`src/rtl/spi_pkg.sv`:
```
// Shared constants and types for the SPI master and its clock generator.
package spi_pkg;

    localparam int SPI_SS_NB = 8;
    localparam int MAX_LEN   = 32;
    localparam int DIV_W     = 16;
    localparam int LEN_W     = $clog2(MAX_LEN);
    localparam int CNT_W     = $clog2(MAX_LEN + 1);

    typedef enum logic [0:0] {
        IDLE = 1'b0,
        XFER = 1'b1
    } state_e;

    // A programmed length of zero selects a full MAX_LEN-bit character.
    function automatic logic [CNT_W-1:0] eff_len(input logic [LEN_W-1:0] len);
        return (len == '0) ? CNT_W'(MAX_LEN) : CNT_W'(len);
    endfunction

endpackage

```
`src/rtl/spi_clkgen.sv`:
```
// SCLK generator: terminal-count down-counter toggling sclk every div+1 cycles,
// with single-cycle strobes marking the clock edge on which sclk rises or falls.
module spi_clkgen
    import spi_pkg::*;
(
    input  logic             clk,
    input  logic             rst_n,
    input  logic             en_i,
    input  logic             load_i,
    input  logic [DIV_W-1:0] div_i,
    output logic             sclk_o,
    output logic             pos_edge_o,
    output logic             neg_edge_o
);

    logic [DIV_W-1:0] cnt_q, cnt_d;
    logic             sclk_q, sclk_d;
    logic             tc;

    assign tc = (cnt_q == '0);

    always_comb begin
        cnt_d  = cnt_q;
        sclk_d = sclk_q;
        if (load_i) begin
            cnt_d  = div_i;
            sclk_d = 1'b0;
        end else if (en_i) begin
            if (tc) begin
                cnt_d  = div_i;
                sclk_d = ~sclk_q;
            end else begin
                cnt_d = cnt_q - DIV_W'(1);
            end
        end
    end

    always_ff @(posedge clk or negedge rst_n) begin
        if (!rst_n) begin
            cnt_q  <= '0;
            sclk_q <= 1'b0;
        end else begin
            cnt_q  <= cnt_d;
            sclk_q <= sclk_d;
        end
    end

    assign sclk_o     = sclk_q;
    assign pos_edge_o = en_i && !load_i && tc && !sclk_q;
    assign neg_edge_o = en_i && !load_i && tc &&  sclk_q;

endmodule

```
`src/rtl/spi_modport.sv`:
```
// Single-clock SPI master (CPOL=0, CPHA=0): go/busy/done host side, pad-side SPI pins.
//   state | meaning
//   IDLE  | waiting for go; ss deasserted, sclk low, mosi holds last bit
//   XFER  | shifting: sample miso on sclk rise, advance mosi on sclk fall
module spi_modport
    import spi_pkg::*;
(
    input  logic                 spi_clk,
    input  logic                 spi_rst,
    input  logic                 go,
    input  logic [MAX_LEN-1:0]   tx_data,
    input  logic [LEN_W-1:0]     char_len,
    input  logic [DIV_W-1:0]     divider,
    input  logic [SPI_SS_NB-1:0] ss_sel,
    output logic [MAX_LEN-1:0]   rx_data,
    output logic                 busy,
    output logic                 done,
    output logic [SPI_SS_NB-1:0] ss_pad_o,
    output logic                 sclk_pad_o,
    output logic                 mosi_pad_o,
    input  logic                 miso_pad_i
);

    state_e               state_q, state_d;
    logic [DIV_W-1:0]     div_q, div_d;
    logic [MAX_LEN-1:0]   tx_sh_q, tx_sh_d;
    logic [MAX_LEN-1:0]   rx_sh_q, rx_sh_d;
    logic [MAX_LEN-1:0]   rx_data_q, rx_data_d;
    logic [CNT_W-1:0]     bits_q, bits_d;
    logic [SPI_SS_NB-1:0] ss_q, ss_d;
    logic                 mosi_q, mosi_d;
    logic                 done_q, done_d;
    logic                 start;
    logic                 pos_edge, neg_edge;
    logic [CNT_W-1:0]     len_e;

    assign start = go && (state_q == IDLE);
    assign len_e = eff_len(char_len);

    spi_clkgen u_clkgen (
        .clk        (spi_clk),
        .rst_n      (spi_rst),
        .en_i       (state_q == XFER),
        .load_i     (start),
        .div_i      (start ? divider : div_q),
        .sclk_o     (sclk_pad_o),
        .pos_edge_o (pos_edge),
        .neg_edge_o (neg_edge)
    );

    always_comb begin
        state_d   = state_q;
        div_d     = div_q;
        tx_sh_d   = tx_sh_q;
        rx_sh_d   = rx_sh_q;
        rx_data_d = rx_data_q;
        bits_d    = bits_q;
        ss_d      = ss_q;
        mosi_d    = mosi_q;
        done_d    = 1'b0;
        case (state_q)
            IDLE: begin
                if (go) begin
                    state_d = XFER;
                    div_d   = divider;
                    // Left-align the character so the first bit always sits at the MSB.
                    tx_sh_d = tx_data << (CNT_W'(MAX_LEN) - len_e);
                    mosi_d  = tx_sh_d[MAX_LEN-1];
                    rx_sh_d = '0;
                    bits_d  = len_e;
                    ss_d    = ~ss_sel;
                end
            end
            XFER: begin
                if (pos_edge) begin
                    rx_sh_d = {rx_sh_q[MAX_LEN-2:0], miso_pad_i};
                end
                if (neg_edge) begin
                    if (bits_q == CNT_W'(1)) begin
                        state_d   = IDLE;
                        ss_d      = '1;
                        done_d    = 1'b1;
                        rx_data_d = rx_sh_q;
                    end else begin
                        bits_d  = bits_q - CNT_W'(1);
                        tx_sh_d = tx_sh_q << 1;
                        mosi_d  = tx_sh_q[MAX_LEN-2];
                    end
                end
            end
            default: state_d = IDLE;
        endcase
    end

    always_ff @(posedge spi_clk or negedge spi_rst) begin
        if (!spi_rst) begin
            state_q   <= IDLE;
            div_q     <= '0;
            tx_sh_q   <= '0;
            rx_sh_q   <= '0;
            rx_data_q <= '0;
            bits_q    <= '0;
            ss_q      <= '1;
            mosi_q    <= 1'b0;
            done_q    <= 1'b0;
        end else begin
            state_q   <= state_d;
            div_q     <= div_d;
            tx_sh_q   <= tx_sh_d;
            rx_sh_q   <= rx_sh_d;
            rx_data_q <= rx_data_d;
            bits_q    <= bits_d;
            ss_q      <= ss_d;
            mosi_q    <= mosi_d;
            done_q    <= done_d;
        end
    end

    assign rx_data    = rx_data_q;
    assign busy       = (state_q == XFER);
    assign done       = done_q;
    assign ss_pad_o   = ss_q;
    assign mosi_pad_o = mosi_q;

endmodule

```
`config.mk`:
```
export PLATFORM = sky130hd
export DESIGN_NAME = spi_modport
export DESIGN_NICKNAME = d
export VERILOG_FILES = /design/src/rtl/spi_pkg.sv /design/src/rtl/spi_clkgen.sv /design/src/rtl/spi_modport.sv
export SDC_FILE = /design/constraint.sdc
export NUM_CORES = 1
export LEC_CHECK = 0
export CORE_MARGIN = 2
export CORE_UTILIZATION = 60
export CTS_CLUSTER_DIAMETER = 40
export DETAILED_ROUTE_END_ITERATION = 8
export PLACE_DENSITY = 0.92
export SYNTH_ARGS = -nofsm -noshare
export SYNTH_HDL_FRONTEND = slang
export SYNTH_SLANG_ARGS = --single-unit
```
`constraint.sdc`:
```
create_clock -name spi_clk -period 7.4 [get_ports spi_clk]
set_input_delay 2.22 -clock spi_clk [delete_from_list [all_inputs] [get_ports spi_clk]]
set_output_delay 2.22 -clock spi_clk [all_outputs]
set_load 0.02 [all_outputs]
```
==> results by group <==
Clock network
  • H-Tree Depth: 4
  • CTS tree: built
  • Clock Tree Root: clkbuf_16
  • Cts bufs inserted: 17
  • Hold_buf cts: 0
  • Sink Count: 145
  • Clk slew on worst S/H paths: 70 ps
  • Later-pin clock latency in the skew report: 430 ps
  • Resize count post-CTS: 0
  • Setup Fix Bufs, Post-CTS: 0
  • CTS max path bufs: 2

Yosys
  • Synthesis warning total: 0
  • Avg Inst Size Synth: 10.32 sq um
  • Mapped Nets: 883
  • Post-synthesis register bit count: 145
  • Mapped cell area: 8392 sq um
  • Seq/Total Area, Yosys: 43.36%
  • Ys flop type: dfrtp_1
  • Asr flop ratio synth: 100.0%
  • Number of synthesized flops with an enable pin: 0
  • Yosys cell types: 65
  • Synth Instances: 813

Final layout
  • Layout cell share with drive strength beyond 1: 15.89%
  • Area occupied by multi-input gates: 4382 sq um
  • Fill cells: 958
  • Nets@finish: 957
  • Most frequent cells in the layout: dfrtp_1 (136), nand2_1 (116), clkdlybuf4s50_1 (107)
  • Ant diodes: 0
  • Seq. cell area: 3640 sq um
  • Area grow syn2layout: 20.08%
  • Post-Route Utilization: 73.17%
  • Commonest non-fill, non-tap cell in the layout: dfrtp_1

Route
  • Via count: 6909
  • 1st-pass router iterations: 6
  • Drt first-iter violations: 617
  • Wirelength, routed: 20770 um
  • Via density per instance: 6.397
  • WL per Instance: 19.23 um
  • Antenna viol nets, final: 0
  • DRC Markers: 0

STA
  • Min Clock Period, post-route: 5654 ps
  • Unrepaired setup endpoints after global routing: no
  • Clk_skew: 7.312 ps
  • Fin. Hold Viols: 0
  • Setup TNS: 0 ps
  • Peak Freq: 0.1769 GHz
  • Worst slew margin: 17.21%
  • Tcrit/Tclk final: 76.41%
  • Setup violations, final: 0
  • Slew @ Worst Pin: 1236 ps
  • Max Slew Vio Count: 0

Placed design
  • DP HPWL: 13600 um
  • RD Place Congestion: 0.9739
  • Port Buf Inserts: 108

Status
  • Status: complete, no violations

GRT
  • Global routing usage on met2: 44.65%
  • Largest net degree at the start of global routing: 95
  • Total Routing Usage GR: 29.31%
  • First-pass GRT wire length: 34260 um
  • Antenna violations before repair: 0
  • Grt met1 use: 41.23%
  • Global Route met3 Usage: 6.134%
  • GRT overflow: 0
  • GR peak layer: met2
  • Number of global-route vias before repair: 6688

Critical path
  • Crit end category: register
  • CP Max Fanout: 46
  • CP startpoint: char_len[0]
  • Reg-to-reg startpoint: u_clkgen.cnt_q[4]
  • Crit start category: input pin
  • Critical path type: in2reg
  • WP data required: 7720 ps
  • Worst Setup EP: tx_sh_q[9]
  • Worst R2R End: rx_data[8]
  • WP data arrival: 5970 ps
  • Flop-to-flop setup slack: 3750 ps
  • FF-to-FF path depth: 4

Flow run
  • Max-cap violations: 0

Power
  • Power Density: 212.5 nW/um^2
  • Worst vdd ir: 0.1682 mV
  • Leak Pwr: 4.291 nW

Min path
  • Hold Path Class: reg2reg

Floorplanning
  • Die ar.: 14950 sq um
  • Core area: 13770 sq um
  • IO Pins: 109
  • Initial Util: 60.93%
  • DIE HEIGHT: 122.3 um
  • # rows: 43
  • Chip width: 122.3 um
logic make-up (layout without fill, tap and decap cells):
group	after synthesis	after routing	share of synthesized area, %
simple gates	236	236	12.58
compound gates	185	185	14.92
flops	145	145	43.36
mux	139	139	22.10
buf+inv	88	175	4.726
xor+xnor	15	15	1.565
fa+ha+maj	5	5	0.7455
through the flow:
stage	total power, mW	hold slack, ps	setup slack, ps	instances	instance area (sq um)
after floorplan	1.171	440.4	2631	813	8392
after global placement	1.283	453.2	1416	1048	9505
after detailed placement	1.304	464.9	1309	1048	9505
after CTS	2.140	480.6	1762	1080	10080
after global routing	2.223	507.6	1473	1080	10080
final	2.142	480.0	1746	1080	10080
power breakdown:
part           switching [mW]  total, mW  internal [mW]
registers              0.0513      0.897          0.845
clock network           0.367      0.837          0.470
logic                   0.208      0.408          0.200
state kept, by name, indices dropped and copies added, names as in the netlist:
name,cells
u_clkgen.sclk_o,1
bits_q,6
mosi_pad_o,1
tx_sh_q,31
u_clkgen.cnt_q,16
div_q,16
rx_sh_q,32
busy,1
ss_pad_o,8
rx_data,32
done,1
per-layer routing:
layer / part of all wire (%) / vias up
li1: - / 3117
met1: 42 / 3363
met2: 47 / 360
met3: 7.5 / 69
met4: 3.0 / 0
met5: 0 / -
Yosys cell counts (3+ instances only):
master | number | area, sq um
or2_2 | 4 | 25.02
o22ai_1 | 4 | 25.02
or4_1 | 7 | 52.55
a31oi_1 | 9 | 56.30
buf_1 | 5 | 18.77
xor2_1 | 5 | 43.79
dfrtp_1 | 137 | 3428
nor4_1 | 5 | 31.28
nor2b_1 | 6 | 37.54
ha_1 | 5 | 62.56
mux2_2 | 40 | 450.4
nand3_1 | 10 | 50.05
buf_6 | 5 | 56.30
o211ai_1 | 15 | 112.6
mux2_1 | 30 | 337.8
a21oi_1 | 25 | 125.1
o221ai_1 | 3 | 26.28
inv_1 | 22 | 82.58
o311ai_0 | 3 | 26.28
mux4_2 | 30 | 675.7
dfstp_2 | 8 | 210.2
a221oi_1 | 11 | 96.34
nand2_1 | 116 | 435.4
o21bai_1 | 4 | 30.03
o21ai_0 | 62 | 310.3
mux2i_1 | 39 | 390.4
a211oi_1 | 7 | 52.55
a22o_1 | 7 | 61.31
clkbuf_1 | 38 | 142.6
a32oi_1 | 4 | 35.03
nor2_1 | 58 | 217.7
nor3_1 | 9 | 45.04
buf_4 | 3 | 22.52
a22oi_1 | 3 | 22.52
o21a_1 | 4 | 30.03
xnor2_1 | 10 | 87.58
or3_1 | 6 | 37.54
buf_2 | 14 | 70.07
final cells by class:
| class | instances | area share, % |
|---|---|---|
| timing repair buffer | 120 | 11.63 |
| clock inverter | 15 | 1.453 |
| multi-input combinational | 580 | 43.48 |
| tap | 180 | 2.235 |
| clock buffer | 17 | 4.221 |
| sequential | 145 | 36.12 |
| inverter | 23 | 0.8567 |
critical path, cell delays in order:
cell and delay, ps:
clkdlybuf4s50_1 450, buf_4 390, inv_2 210, ha_2 1110, mux4_2 630, mux2_2 320
mux2_2 280, a221oi_1 260, nor2_1 80
how the worst min path moves through the flow:
stage,start,to,slack (ps),cells past startpoint
final,div_q[12],div_q[12],480,2
after global routing,div_q[10],div_q[10],510,1
after CTS,div_q[12],div_q[12],480,2
after detailed placement,div_q[12],div_q[12],460,2
after floorplan,div_q[12],div_q[12],440,2
after global placement,div_q[13],div_q[13],450,2
Power figures use the tool's default switching activity.
